### src/rtl/svm_decision_unit.sv
// -----------------------------------------------------------------------------
// svm_decision_unit
//   Final stage of the SVM classifier. Each accepted beat carries the kernel
//   value for one (test instance, support vector) pair. The beat is multiplied
//   by that support vector's signed coefficient (alpha_i*y_i), the products of
//   NUM_SV consecutive beats are summed, and the bias is added. The result is
//   one signed decision score and one class label per test instance.
//
// Ports
//   clk, rst     clock; synchronous active-high reset
//   in_valid     in_dot holds a beat this cycle
//   in_ready     beat accepted when in_valid && in_ready
//   in_dot       signed kernel / dot-product beat (ACCUM_SIZE)
//   coef_we      coefficient/bias table write strobe
//   coef_addr    0..NUM_SV-1 = coefficients, NUM_SV = bias; larger is ignored
//   coef_data    signed value written (DATA_SIZE)
//   out_valid    result register holds an unconsumed result
//   out_ready    consumer takes the result when out_valid && out_ready
//   out_score    signed sum(coef_i*k_i) + bias (SCORE_SIZE, wraps)
//   out_label    1 when out_score >= 0
//   out_idx      instance index of this result (wraps after NUM_INST-1)
//   out_last     out_idx == NUM_INST-1
//
// Configuration
//   POLY2_KERNEL_EN  when defined, a registered stage ahead of the multiplier
//                    forms k = (in_dot + 1)^2 truncated to ACCUM_SIZE bits.
//                    Otherwise k = in_dot.
//
// The coefficient table has no reset; it is loaded through the write port.
// -----------------------------------------------------------------------------
module svm_decision_unit #(
  parameter int DATA_SIZE  = 25,
  parameter int ACCUM_SIZE = 48,
  parameter int SCORE_SIZE = 80,
  parameter int NUM_SV     = 3,
  parameter int NUM_INST   = 2
) (
  input  logic                                          clk,
  input  logic                                          rst,
  input  logic                                          in_valid,
  output logic                                          in_ready,
  input  logic [ACCUM_SIZE-1:0]                         in_dot,
  input  logic                                          coef_we,
  input  logic [$clog2(NUM_SV+1)-1:0]                   coef_addr,
  input  logic [DATA_SIZE-1:0]                          coef_data,
  output logic                                          out_valid,
  input  logic                                          out_ready,
  output logic [SCORE_SIZE-1:0]                         out_score,
  output logic                                          out_label,
  output logic [((NUM_INST > 1) ? $clog2(NUM_INST) : 1)-1:0] out_idx,
  output logic                                          out_last
);

  localparam int ADDR_W = $clog2(NUM_SV + 1);
  localparam int SV_W   = (NUM_SV > 1) ? $clog2(NUM_SV) : 1;
  localparam int IDX_W  = (NUM_INST > 1) ? $clog2(NUM_INST) : 1;

  localparam logic [SV_W-1:0]   SV_LAST   = SV_W'(NUM_SV - 1);
  localparam logic [IDX_W-1:0]  IDX_LAST  = IDX_W'(NUM_INST - 1);
  localparam logic [ADDR_W-1:0] BIAS_ADDR = ADDR_W'(NUM_SV);

  logic [DATA_SIZE-1:0]  r_coef [NUM_SV+1];

  logic [SV_W-1:0]       r_sv_cnt;
  logic [SCORE_SIZE-1:0] r_acc;
  logic                  r_p_valid;
  logic                  r_p_last;
  logic [SCORE_SIZE-1:0] r_p_prod;
  logic                  r_out_valid;
  logic [SCORE_SIZE-1:0] r_out_score;
  logic                  r_out_label;
  logic [IDX_W-1:0]      r_out_idx;
  logic                  r_out_last;
  logic [IDX_W-1:0]      r_next_idx;

  logic                  w_advance;
  logic                  w_accept;
  logic [DATA_SIZE-1:0]  w_coef_sel;
  logic                  w_last_sel;
  logic                  w_pin_valid;
  logic [ACCUM_SIZE-1:0] w_pin_k;
  logic [DATA_SIZE-1:0]  w_pin_coef;
  logic                  w_pin_last;
  logic [SCORE_SIZE-1:0] w_k_ext;
  logic [SCORE_SIZE-1:0] w_c_ext;
  logic [SCORE_SIZE-1:0] w_prod;
  logic [SCORE_SIZE-1:0] w_bias_ext;
  logic [SCORE_SIZE-1:0] w_sum;
  logic [SCORE_SIZE-1:0] w_score;

  // A result waiting on the consumer freezes every stage, input included.
  assign w_advance = !(r_out_valid && !out_ready);
  assign w_accept  = in_valid && w_advance;
  assign in_ready  = w_advance;

  // The coefficient is selected at accept time, so a same-cycle table write
  // is only seen by later beats.
  assign w_coef_sel = r_coef[r_sv_cnt];
  assign w_last_sel = (r_sv_cnt == SV_LAST);

  always_ff @(posedge clk) begin
    if (coef_we && (coef_addr <= BIAS_ADDR)) begin
      r_coef[coef_addr] <= coef_data;
    end
  end

`ifdef POLY2_KERNEL_EN
  logic                  r_k_valid;
  logic [ACCUM_SIZE-1:0] r_k_val;
  logic [DATA_SIZE-1:0]  r_k_coef;
  logic                  r_k_last;
  logic [ACCUM_SIZE-1:0] w_dot_p1;
  logic [ACCUM_SIZE-1:0] w_k_sq;

  // Low ACCUM_SIZE bits of the square depend only on the low bits of
  // (in_dot + 1), so wrapping the increment is harmless.
  assign w_dot_p1 = in_dot + ACCUM_SIZE'(1);
  assign w_k_sq   = w_dot_p1 * w_dot_p1;

  always_ff @(posedge clk) begin
    if (rst) begin
      r_k_valid <= 1'b0;
      r_k_val   <= '0;
      r_k_coef  <= '0;
      r_k_last  <= 1'b0;
    end else if (w_advance) begin
      r_k_valid <= w_accept;
      if (w_accept) begin
        r_k_val  <= w_k_sq;
        r_k_coef <= w_coef_sel;
        r_k_last <= w_last_sel;
      end
    end
  end

  assign w_pin_valid = r_k_valid;
  assign w_pin_k     = r_k_val;
  assign w_pin_coef  = r_k_coef;
  assign w_pin_last  = r_k_last;
`else
  assign w_pin_valid = w_accept;
  assign w_pin_k     = in_dot;
  assign w_pin_coef  = w_coef_sel;
  assign w_pin_last  = w_last_sel;
`endif

  assign w_k_ext    = {{(SCORE_SIZE-ACCUM_SIZE){w_pin_k[ACCUM_SIZE-1]}}, w_pin_k};
  assign w_c_ext    = {{(SCORE_SIZE-DATA_SIZE){w_pin_coef[DATA_SIZE-1]}}, w_pin_coef};
  assign w_prod     = w_k_ext * w_c_ext;
  assign w_bias_ext = {{(SCORE_SIZE-DATA_SIZE){r_coef[NUM_SV][DATA_SIZE-1]}}, r_coef[NUM_SV]};
  assign w_sum      = r_acc + r_p_prod;
  assign w_score    = w_sum + w_bias_ext;

  always_ff @(posedge clk) begin
    if (rst) begin
      r_sv_cnt    <= '0;
      r_acc       <= '0;
      r_p_valid   <= 1'b0;
      r_p_last    <= 1'b0;
      r_p_prod    <= '0;
      r_out_valid <= 1'b0;
      r_out_score <= '0;
      r_out_label <= 1'b0;
      r_out_idx   <= '0;
      r_out_last  <= 1'b0;
      r_next_idx  <= '0;
    end else if (w_advance) begin
      if (w_accept) begin
        r_sv_cnt <= (r_sv_cnt == SV_LAST) ? '0 : r_sv_cnt + 1'b1;
      end
      r_p_valid <= w_pin_valid;
      if (w_pin_valid) begin
        r_p_prod <= w_prod;
        r_p_last <= w_pin_last;
      end
      // Advancing with out_valid high implies out_ready, so the old result is
      // consumed here; it is replaced only if a new one lands this edge.
      r_out_valid <= r_p_valid && r_p_last;
      if (r_p_valid) begin
        if (r_p_last) begin
          r_out_score <= w_score;
          r_out_label <= ~w_score[SCORE_SIZE-1];
          r_out_idx   <= r_next_idx;
          r_out_last  <= (r_next_idx == IDX_LAST);
          r_next_idx  <= (r_next_idx == IDX_LAST) ? '0 : r_next_idx + 1'b1;
          r_acc       <= '0;
        end else begin
          r_acc <= w_sum;
        end
      end
    end
  end

  assign out_valid = r_out_valid;
  assign out_score = r_out_score;
  assign out_label = r_out_label;
  assign out_idx   = r_out_idx;
  assign out_last  = r_out_last;

endmodule
### config.mk
export PLATFORM = sky130hd
export DESIGN_NAME = svm_decision_unit
export DESIGN_NICKNAME = d
export VERILOG_FILES = /design/src/rtl/svm_decision_unit.sv
export SDC_FILE = /design/constraint.sdc
export NUM_CORES = 2
export LEC_CHECK = 0
export ABC_AREA = 1
export BUFFER_PORTS_ARGS = -buffer_cell sky130_fd_sc_hd__buf_2
export CAP_MARGIN = 20
export CORE_ASPECT_RATIO = 0.9
export CORE_MARGIN = 4
export CORE_UTILIZATION = 40
export DETAILED_ROUTE_END_ITERATION = 16
export GPL_ROUTABILITY_DRIVEN = 0
export MAX_ROUTING_LAYER = met4
export PLACE_DENSITY = 0.57
export SLEW_MARGIN = 20
export SYNTH_ARGS = -nofsm -noshare
export SYNTH_HDL_FRONTEND = slang
export SYNTH_SLANG_ARGS = --single-unit
### constraint.sdc
create_clock -name clk -period 12.6 [get_ports clk]
set_clock_uncertainty 0.05 [all_clocks]
set_input_delay 2.52 -clock clk [delete_from_list [all_inputs] [get_ports clk]]
set_output_delay 2.52 -clock clk [all_outputs]
set_load 0.01 [all_outputs]
; ---- After elaboration in Yosys (flattened, before gate mapping)
; Memories as Yosys holds them, arrays and structs flattened. A register that Yosys moved wholly into a read port is not among the register bits.
; Index checks and enable logic that the tools add are counted.
[word_totals]
reg_bits = 248
input_bits = 80
mem_count = 1
output_inout_bits = 85
elab_cells = 36
ramBits = 100
[mem_list]
columns = name, depth, word_bits, rd, rd_ports_with_merged_regs, write_ports, line_no
row1 = r_coef, 4, 25, 2, 1, 1, 62  ; logic [DATA_SIZE-1:0] r_coef [NUM_SV+1];
[op_classes]
n_eq_ne = 1
magnitude_cmp = 1
reduce_logical = 9
bitwise = 2
n_addsub = 4
mux = 7
n_mul = 1
[op_table]
columns = operator, n
row1 = adder 80 bit, 2
row2 = 2-to-1 mux 80 bit, 1
row3 = multiplier 48 x 25 -> 73 bit, 1
row4 = 2-to-1 mux 2 bit, 3
row5 = logical AND 1 bit, 4
row6 = AND reduction 2 bit, 2
row7 = 2-to-1 mux 1 bit, 3
row8 = AND reduction 3 bit, 1
row9 = "adder 2 x 1 -> 2 bit, second input constant", 1
row10 = "equality test 2 bit, second input constant", 1
row11 = "less-or-equal comparator 2 bit, second input constant", 1
row12 = zero test 1 bit, 2
row13 = inverter 1 bit, 2
row14 = "adder 1 bit, second input constant", 1

; ---- Logic depth before layout (Yosys ltp)
[depth]
word_depth = 7
ltp_mapped = 41
depth_no_buf = 38

; ---- Least setup slack after synthesis
; Ideal clock, no wire load.
[synth_timing]
path_kind = input -> register
startpoint = input port in_dot[47]
endpoint = register r_p_prod[78]
setup_time_ps = 129
cell_stages = 25
required_time_ps = 12421
path_buffers = 1
slack_ps = 3431
arrival_ps = 8990
path_cell_list = inv_1 clkbuf_1 nor2_1 fa_1 inv_1 fa_1 inv_1 fa_1 inv_1 fa_1 fa_1 fa_1 fa_1 inv_1 ha_1 inv_1 o21ai_0 o21bai_1 a21oi_1 nor2_1 or2_2 a21oi_1 nand3_1 xor2_1 a21oi_1
[synth_via]
elab_chain_cells = 1
[synth_lines]
columns = element, line_no
row1 = from (decl), 42  ; input logic [ACCUM_SIZE-1:0] in_dot,
row2 = multiplier 48 x 25 -> 73 bit, 149  ; assign w_prod = w_k_ext * w_c_ext;
row3 = to (signal assigned), 173  ; r_p_prod <= w_prod;
row4 = to (decl), 68  ; logic [SCORE_SIZE-1:0] r_p_prod;
; No other way between the ends.
; A chain may end at the register's enable or synchronous reset.

; ---- Worst setup path in the final report
[layout_timing]
startpoint = input port in_dot[47]
endpoint = register r_p_prod[65]
; Same word-level chain as after synthesis.

==> flow_summary_export.csv <==
group,metric,value,unit
routing,wirelength,239400,um
timing,maxSlewViolCount,0,
worst_hold_path,hold_path_startpoint,"r_acc[28]",
setup_path,worstReg2RegEnd,"r_p_prod[61]",
clock_tree,h-tree-depth,2,
flow_run,cap_violations,0,
timing,period_share,79.39,%
die,dieHeight,392.2,um
die,core,162400,um2
setup_path,worst-setup-path-type,"primary input to flop",
die,io_pins,165,
routing,vias_per_cell,5.373,
setup_path,reg2reg_slack,2.96,ns
logic_synthesis,synth_top_area_share,36.28,%
clock_tree,cts_resized,0,
timing,worst_pin_slew,1.046,ns
placement,port_buffers,164,
routing,drt_iter0_markers,6959,
clock_tree,clock_latency,0.60,ns
logic_synthesis,syn_avg_cell_area,7.456,um2
setup_path,worstSetupStartpoint,"in_dot[47]",
logic_synthesis,yosysMostFrequentCell,"inv_1",
routing,num_vias,58815,
logic_synthesis,yosysWarnings,0,
logic_synthesis,syn_nets,10413,
grt,antenna_found_initial,12,
clock_tree,cts_tree,"done",
placement,hpwlAfterDp,199700,um
worst_hold_path,hold_path.class,"flop to flop",
logic_synthesis,ys_ff_latch,343,
layout,area_delta_synth_final,6.518,%
grt,grt_max_degree,106,
routing,post_drt_wl_per_cell,21.87,um
die,die_area,170600,um2
setup_path,cp-end-kind,"flop",
clock_tree,hold_buffers,0,
timing,fmax,0.09996,GHz
logic_synthesis,async_reset_ff_share,0,%
grt,grt_pass1_vias,57533,
grt,gr-total-overflow,0,
layout,final_layout_size_suffix_gt1_share,5.165,%
setup_path,startpoint_type,"primary input",
logic_synthesis,syn_inst,8799,
grt,grt.total_usage,28.61,%
setup_path,crit_required,13.08,ns
logic_synthesis,synth_area_leader_cell,"fa_1",
logic_synthesis,synthTopCellsByCount,"1835 x inv_1, 1752 x nand2_1, 1329 x nor2_1",
outcome,status,"completed",
clock_tree,cts_buffer_depth,3,
die,num_rows,140,
routing,drc,0,
timing,rsz0062_at_grt,"no",
worst_hold_path,min_path_cells,2,
layout,fill_cells,16638,
timing,hold_ws,0.4198,ns
layout,regArea,7868,um2
setup_path,endpoint,"r_p_prod[65]",
timing,tns,0,ns
clock_tree,cts.sinks,343,
logic_synthesis,ys_top_cells_by_area,"fa_1 36%, inv_1 10%, nand2_1 10%",
layout,fin_cells,10946,
routing,drtAntennaViolNets,0,
die,start_util,40.40,%
placement,dp_cells,10872,
logic_synthesis,synth_cell_types,61,
logic_synthesis,ys.flop_type,"dfxtp_1",
setup_path,crit_arrival,10.48,ns
clock_tree,cts_buffers,38,
setup_path,reg2reg_depth,32,
logic_synthesis,synth-edff-count,100,
clock_tree,cts.clk_slew.worst_paths,0.07,ns
setup_path,critical_path_peak_fanout,23,
clock_tree,root_buffer,"clkbuf_16",
grt,grt_pass1_wl,363300,um
timing,setup_viol,0,
layout,nets,10396,
logic_synthesis,ys_seq_area_share,11.99,%
layout,multi_input_area,49530,um2
timing,finalCriticalPeriod,10.00,ns
clock_tree,post_cts_buffers,0,
routing,drt-pass1-iter-count,6,
die,die_x,434.9,um
timing,slew_headroom,30.25,%
timing,hold_viol_final,0,
logic_synthesis,syn-cell-area,65610,um2
## cells in the final DEF (no fill, tap or decap), types with 7 or more instances in the layout
cell,instances
a21boi_0,18
a21o_1,29
a21oi_1,458
a21oi_2,11
a31oi_1,15
and2_1,22
buf_2,163
buf_4,64
clkbuf_1,7
clkbuf_16,38
clkinv_1,31
clkinv_2,7
dfxtp_1,243
edfxtp_1,100
fa_1,1188
ha_1,345
inv_1,1829
inv_2,47
nand2_1,1746
nand2_2,17
nand3_1,246
nand3_2,11
nand3b_1,13
nand4_1,58
nor2_1,1327
nor2_2,30
nor3_1,41
nor3_2,7
nor4_1,7
o211ai_1,36
o21a_1,16
o21ai_0,310
o21ai_1,37
o21ai_2,7
o21bai_1,51
o221ai_1,20
or2_1,7
xnor2_1,44
xor2_1,86
## metal layers
metal  track usage, %  vias to the layer above  part of all wire, %
met1            40.45                    29034                   43
met3            7.162                      356                   12
met5                -                        -                    0
li1                 -                    26433                    -
met2            41.58                     2992                   42
met4            6.054                        0                  2.5
## state kept, by name, indices dropped and copies added, names as in the netlist, named ones only
signal and cells:
r_sv_cnt 2, r_coef 100, out_score 80, r_p_valid 1, r_p_last 1, r_acc 80, r_p_prod 73, out_label 1
out_last 1, out_valid 1, r_next_idx 1
## cells by family after synthesis
kind of cell               count (synthesis)  share of synthesized area, %
and+or+nand+nor                         3555                         21.79
buffers and inverters                   2197                         12.60
adders and majority gates               1534                         42.86
AOI/OAI and AO/OA                       1037                         8.944
DFF                                      343                         11.99
xor gates and xnor gates                 133                         1.810
## through the flow
stage	cell area, um2	util (%)	worst slack (ns)
2_1_floorplan	65610	-	3.431
3_3_place_gp	68570	42.23	2.170
3_5_place_dp	68620	42.26	2.110
4_1_cts	69860	43.02	2.689
5_1_grt	69880	43.04	2.131
6_report	69880	43.04	2.596
## critical path: stages
cell,delay (ns)
buf_2,0.12
inv_1,0.57
nor2_1,0.26
fa_1,0.72
inv_1,0.13
fa_1,0.83
inv_1,0.11
fa_1,0.92
inv_1,0.14
fa_1,0.51
fa_1,0.56
fa_1,0.44
fa_1,0.50
inv_1,0.04
ha_1,0.31
nand2_1,0.11
nor2_1,0.24
inv_1,0.10
nor3_1,0.43
nand4_1,0.23
nand2_1,0.19
a21oi_1,0.07
o21ai_0,0.25
nand2_1,0.10
inv_1,0.07
## layout make-up
| cell class | count | area share, % |
|---|---|---|
| timing repair buffer | 233 | 2.023 |
| clock buffer | 49 | 1.477 |
| antenna | 6 | 0.02148 |
| multi-input combinational | 6259 | 70.87 |
| clock inverter | 19 | 0.2954 |
| tap | 2130 | 3.814 |
| inverter | 1907 | 10.24 |
| sequential | 343 | 11.26 |
## worst min path at each step
| stage | endpoint | slack [ns] |
|---|---|---|
| 2_1_floorplan | r_p_valid | 0.39 |
| 3_3_place_gp | r_next_idx | 0.40 |
| 3_5_place_dp | r_acc[53] | 0.41 |
| 4_1_cts | r_acc[6] | 0.42 |
| 5_1_grt | r_acc[64] | 0.44 |
| 6_report | r_acc[28] | 0.42 |
Power is not shown: default switching activity piles up to over one toggle a cycle in this logic, so the estimate is an artifact.
